--- config.mk ---
export PLATFORM = sky130hd
export DESIGN_NAME = srl_fifo_reader_flat
export DESIGN_NICKNAME = d
export VERILOG_FILES = /design/src/rtl/srl_fifo_reader_if.sv /design/src/rtl/srl_fifo_reader.sv /design/src/flat_wrapper.sv
export SDC_FILE = /design/constraint.sdc
export NUM_CORES = 1
export LEC_CHECK = 0
export CORE_AREA = 2 2 78 136
export CTS_CLUSTER_SIZE = 10
export DETAILED_ROUTE_END_ITERATION = 10
export DIE_AREA = 0 0 80 138
export MAX_ROUTING_LAYER = met4
export PLACE_DENSITY = 0.73
export SYNTH_ARGS = -nofsm -noshare
export SYNTH_HDL_FRONTEND = slang
export SYNTH_SLANG_ARGS = --single-unit
export TNS_END_PERCENT = 30
--- constraint.sdc ---
create_clock -name CLK -period 28.3 [get_ports CLK]
set_input_delay 7.075 -clock CLK [delete_from_list [all_inputs] [get_ports CLK]]
set_output_delay 7.075 -clock CLK [all_outputs]
set_load 0.005 [all_outputs]
--- src/rtl/srl_fifo_reader_if.sv ---
// Valid/ready bus for the SRL-backed FIFO: write side (I_*), read side (O_*) and occupancy.
// A transfer happens on a side when its VALID and READY are both high at the active clock edge.
interface srl_fifo_reader_if #(
  parameter int WIDTH = 8
);
  logic             I_VALID;
  logic             I_READY;
  logic [WIDTH-1:0] I_DATA;
  logic             O_VALID;
  logic             O_READY;
  logic [WIDTH-1:0] O_DATA;
  logic [4:0]       COUNT;

  modport master (
    output I_VALID, I_DATA, O_READY,
    input  I_READY, O_VALID, O_DATA, COUNT
  );

  modport slave (
    input  I_VALID, I_DATA, O_READY,
    output I_READY, O_VALID, O_DATA, COUNT
  );
endinterface

--- src/rtl/srl_fifo_reader.sv ---
// Shallow FIFO on 16-tap shift-register storage: writes shift in at tap 0 and the oldest
// entry is read through tap COUNT-1, the way an SRL16 is addressed.
module srl_fifo_reader #(
  parameter int WIDTH           = 8,
  parameter int DEPTH           = 16,
  parameter bit IS_CLK_INVERTED = 1'b0
) (
  input logic              CLK,
  input logic              RST,
  srl_fifo_reader_if.slave bus
);

  logic             clk_act;
  logic [WIDTH-1:0] r [16];
  logic [4:0]       count;
  logic [3:0]       addr;
  logic             i_ready;
  logic             o_valid;
  logic             push;
  logic             pop;

  // Falling-edge operation is obtained by inverting the clock seen by every register.
  assign clk_act = CLK ^ IS_CLK_INVERTED;

  assign i_ready = (count < 5'(DEPTH));
  assign o_valid = (count != 5'd0);
  assign push    = bus.I_VALID & i_ready;
  assign pop     = o_valid & bus.O_READY;
  assign addr    = count[3:0] - 4'd1;

  assign bus.I_READY = i_ready;
  assign bus.O_VALID = o_valid;
  assign bus.O_DATA  = o_valid ? r[addr] : '0;
  assign bus.COUNT   = count;

  // Storage has no reset; entries beyond COUNT are masked off the output.
  always_ff @(posedge clk_act) begin
    if (push) begin
      r[0] <= bus.I_DATA;
      for (int k = 1; k < 16; k++) begin
        r[k] <= r[k-1];
      end
    end
  end

  always_ff @(posedge clk_act) begin
    if (RST) begin
      count <= 5'd0;
    end else if (push && !pop) begin
      count <= count + 5'd1;
    end else if (!push && pop) begin
      count <= count - 5'd1;
    end
  end

endmodule

--- src/flat_wrapper.sv ---
// flat-port wrapper written by rule: the top's interface ports become plain ports
module srl_fifo_reader_flat 
#(
  parameter int WIDTH           = 8,
  parameter int DEPTH           = 16,
  parameter bit IS_CLK_INVERTED = 1'b0
)
  (CLK, RST, bus_I_VALID, bus_I_DATA, bus_O_READY, bus_I_READY, bus_O_VALID, bus_O_DATA, bus_COUNT);
  srl_fifo_reader_if #(.WIDTH(WIDTH)) bus_i ();
  input logic CLK;
  input logic RST;
  input wire logic [$bits(bus_i.I_VALID)-1:0] bus_I_VALID;
  input wire logic [$bits(bus_i.I_DATA)-1:0] bus_I_DATA;
  input wire logic [$bits(bus_i.O_READY)-1:0] bus_O_READY;
  output wire logic [$bits(bus_i.I_READY)-1:0] bus_I_READY;
  output wire logic [$bits(bus_i.O_VALID)-1:0] bus_O_VALID;
  output wire logic [$bits(bus_i.O_DATA)-1:0] bus_O_DATA;
  output wire logic [$bits(bus_i.COUNT)-1:0] bus_COUNT;
  assign bus_i.I_VALID = bus_I_VALID;
  assign bus_i.I_DATA = bus_I_DATA;
  assign bus_i.O_READY = bus_O_READY;
  assign bus_I_READY = bus_i.I_READY;
  assign bus_O_VALID = bus_i.O_VALID;
  assign bus_O_DATA = bus_i.O_DATA;
  assign bus_COUNT = bus_i.COUNT;
  srl_fifo_reader #(.WIDTH(WIDTH), .DEPTH(DEPTH), .IS_CLK_INVERTED(IS_CLK_INVERTED)) u_core (.CLK(CLK), .RST(RST), .bus(bus_i));
endmodule
==> run summary <==
Along the worst path, the maximum fanout reaches 38. Port buffering added 26 buffers. For this run, the total global-route usage over all layers was measured as 17.7%.

The combinational family with the most area after synthesis is multiplexers. The post-route minimum period is 10.52 ns. The count of inserted antenna diode cells is 0.

The design draws 0.859 mW. Before antenna repair, the detailed router went through 4 iterations. STA classifies the critical path startpoint as a flip-flop.

The HPWL after detailed placement is 5.07 mm. After clock tree synthesis, the flow added hold-fix buffers numbering 0. The xor-xnor portion of the synthesized cell area is 0.792%.

The clock transition at the register clock pins on the worst setup and hold paths after CTS is 0.06 ns. The count of fill cells added during filler insertion came out at 688. Dividing the detail-routed wire length by the instance count gives 20.3 um. Setup repair after global routing left no endpoint under its margin. The synthesized-area fraction occupied by adder cells came out at 1.77%. The floorplan step set the die height to 138 um. Summing the areas of all compound-gate instances in the mapped netlist gives 3.28% of the synthesized area. After synthesis, the cell types taking the most area are edfxtp_1 72%, mux4_1 9.3%, mux4_2 5.5%, a22oi_1 2.2%, mux2i_1 2.0%. The initial antenna violation count came out at 0. At the pin with the least slew margin, the transition time is 0.943 ns. Gates resized during post-CTS repair numbered 0.

The fraction of final layout cells with drive strength greater than 1 came out at 18.5%. Relative to the synthesized area, the layout overhead comes to 19.6%. The number of synthesized flops with an enable pin came out at 128.

Across the run, the number of max-cap violations was 0. The utilization of the core after routing is 63.9%. The met1 usage came out at 23.9%. After floorplanning, the core was sized to cover 0.0101 sq mm.

Counting flops with an async set or reset pin after synthesis yields a share of 0%. The total overflow left after global routing is 0. The power per cell area came out at 134 mW/mm^2. The total standard cell area after synthesis is 0.00537 sq mm. The total negative slack for setup checks is 0 ns.

The final instance area is 0.00642 sq mm. The worst setup path is captured at an output port. The maximum clock path buffer count came out at 2. Clock tree synthesis selected as its root buffer the cell clkbuf_16. By count the netlist is led by 128 x edfxtp_1, 19 x mux4_1, 16 x a22oi_1, 13 x mux4_2, 11 x mux2i_1.

The final RePlAce weighted congestion came out at 0.771. The most used flip-flop cell after synthesis is edfxtp_1. Derived from the worst setup path, the maximum achievable clock frequency is 95.0 MHz.

The TritonCTS sink count is 133. The number of endpoints with negative hold slack in the final report is 0. The final-report max-slew violation count came to 0.

The largest area contributor in the synthesized netlist is edfxtp_1. At the worst endpoint, the arrival time is 3.45 ns. The global-route layer with the greatest usage is met2. The final wirelength is 8.62 mm.

The first global-routing pass estimated 13.7 mm of wire. The post-synthesis share of cell area spent on and, or, nand and nor gates is 1.93%. The total of endpoints with negative setup slack in the final report came out at 0. The die area is 0.0110 sq mm. The number of nets in the layout is 304. The data required time of the critical path came out at 21.22 ns. The level count of the clock H-tree came out at 4. The count of state elements after synthesis is 133. The normalized max-slew margin came out at 37.2%. Across the whole layout, storage elements account for 0.00395 sq mm. The number of top-level pins is 27. The portion of synthesized area spent on multiplexers is 17.0%. The number of standard-cell rows in the floorplan came out at 49. The number of synthesis warnings came out at 0.

The post-place instance area came out at 0.00575 sq mm. After detailed routing, the number of remaining DRC violations is 0. The sequential-to-total area share from yosys stat came out at 73.4%. Entering global routing, the biggest net connects 79 pins. The static power due to leakage is 2.25 nW. The flow ran to the end, and the final reports show no timing, DRC or antenna violations. In this run, the number of DRC markers left after iteration 0 of detailed routing was 215. The category of the critical setup timing path is reg -> out. The floorplan step set the die width to 80 um. The fraction of the cycle the final worst path needs came out at 37.2%.

The worst clock skew is 0.00745 ns. For this block, the via count after detailed routing is 2473. The initial core utilization is 53.4%. The met2 routing resource usage after global routing came out at 25.1%. The number of nets in the synthesized netlist is 263.

The via count of the first global-routing pass is 2480. The area share of the largest cell type after synthesis came out at 71.6%. The clock tree from TritonCTS is built. The worst min-delay path class is reg -> reg. The footprint of the multi-input gates is 0.00134 sq mm. Counting the buffers created by CTS gives 17. The number of instances in the synthesized netlist is 244. The most common cell in the synthesized netlist is edfxtp_1.

The worst-case vdd ir drop is 0.0748 mV. The global routing usage on met3 is 5.68%. The antenna violation net count after detailed routing came out at 0. The count of unique library cells instantiated by Yosys came out at 31.

For the worst-skew pair, the clock arrives at the later sink with an insertion delay of 0.41 ns. In the routed layout, each cell is associated on average with a via count of 5.82. The number of buffers added for setup after CTS came out at 0.

The average cell area after synthesis is 22.0 sq um. The tightest hold path in the finished design has a slack of 0.433 ns.
[sequential cells by signal, summed over array words and instances (netlist names)]
register	flops
u_core.bus.COUNT	5
u_core.r	128
[stage by stage]
step / setup slack (ns) / instances
finish: 17.78 / 425
global route: 17.55 / 425
CTS: 17.74 / 425
detailed placement: 18.21 / 393
global placement: 18.28 / 393
floorplan: 13.33 / 244
[power breakdown]
part           switching, mW  total (mW)  internal (mW)  leakage (nW)
Combinational          0.151       0.310          0.159         0.652
Sequential            0.0235       0.299          0.276          1.28
Clock                 0.0836       0.249          0.166         0.320
[worst max-delay path, stage by stage, from the launching register on]
cell and delay (ns):
dfxtp_2 0.31, buf_4 0.53, inv_1 0.16, ha_1 0.28
or2_0 0.21, o21ai_1 0.55, a22oi_1 0.20, a22oi_1 0.25
clkdlybuf4s50_1 0.56
[per-layer routing]
layer / up-vias / part of all wire, %
met2: 48 / 51
li1: 1126 / -
met4: 0 / 1.7
met5: - / 0
met1: 1291 / 44
met3: 8 / 3.5
[cell usage in the layout, fill, tap and decap left out]
cell / count
nand2_1: 3
clkdlybuf4s50_1: 26
mux4_1: 19
ha_1: 6
bufinv_16: 6
mux4_2: 13
xor2_1: 2
a21oi_1: 4
o21ai_2: 1
nor3_4: 1
edfxtp_1: 128
a21o_1: 2
o21ai_1: 1
clkinv_4: 3
xnor2_1: 1
fa_1: 1
buf_4: 4
clkinv_2: 1
inv_1: 4
or2_0: 1
nor3b_1: 1
o31ai_1: 1
mux2_2: 1
clkbuf_16: 17
xor2_2: 1
a22oi_1: 16
clkinvlp_4: 3
dfxtp_1: 4
nor2_1: 8
nand2b_1: 3
nor2b_4: 1
nand3b_1: 1
inv_6: 2
mux2i_1: 11
dfxtp_2: 1
[final cells by class]
class,instances,share of cell area (%)
multi-input combinational,99,20.8
clock buffer,17,6.62
inverter,4,0.234
clock inverter,15,3.91
sequential,133,61.4
tap,127,2.47
timing repair buffer,30,4.52
[kinds of logic (layout without fill, tap and decap cells)]
group / after synthesis / in the layout
AND/OR/NAND/NOR: 19 / 19
XOR/XNOR: 4 / 4
multiplexers: 44 / 44
flip-flops: 133 / 133
adder cells (fa/ha/maj): 7 / 7
AO/OA/AOI/OAI: 25 / 25
buffers and inverters: 12 / 66
[path summary, 6_finish.rpt]
kind | startpoint | end | slack (ns) | cells after the start
min reg2reg | u_core.r[8][3]$_DFFE_PP_ | u_core.r[9][3]$_DFFE_PP_ | 0.43 | 0
min | u_core.r[8][3]$_DFFE_PP_ | u_core.r[9][3]$_DFFE_PP_ | 0.43 | 0
max reg2reg | u_core.bus.COUNT[0]$_SDFFE_PP0P_ | u_core.bus.COUNT[4]$_SDFFE_PP0P_ | 24.96 | 13
max | u_core.bus.COUNT[0]$_SDFFE_PP0P_ | bus_O_DATA[4] | 17.78 | 8
No activity file was read; power rests on OpenSTA's default activity.
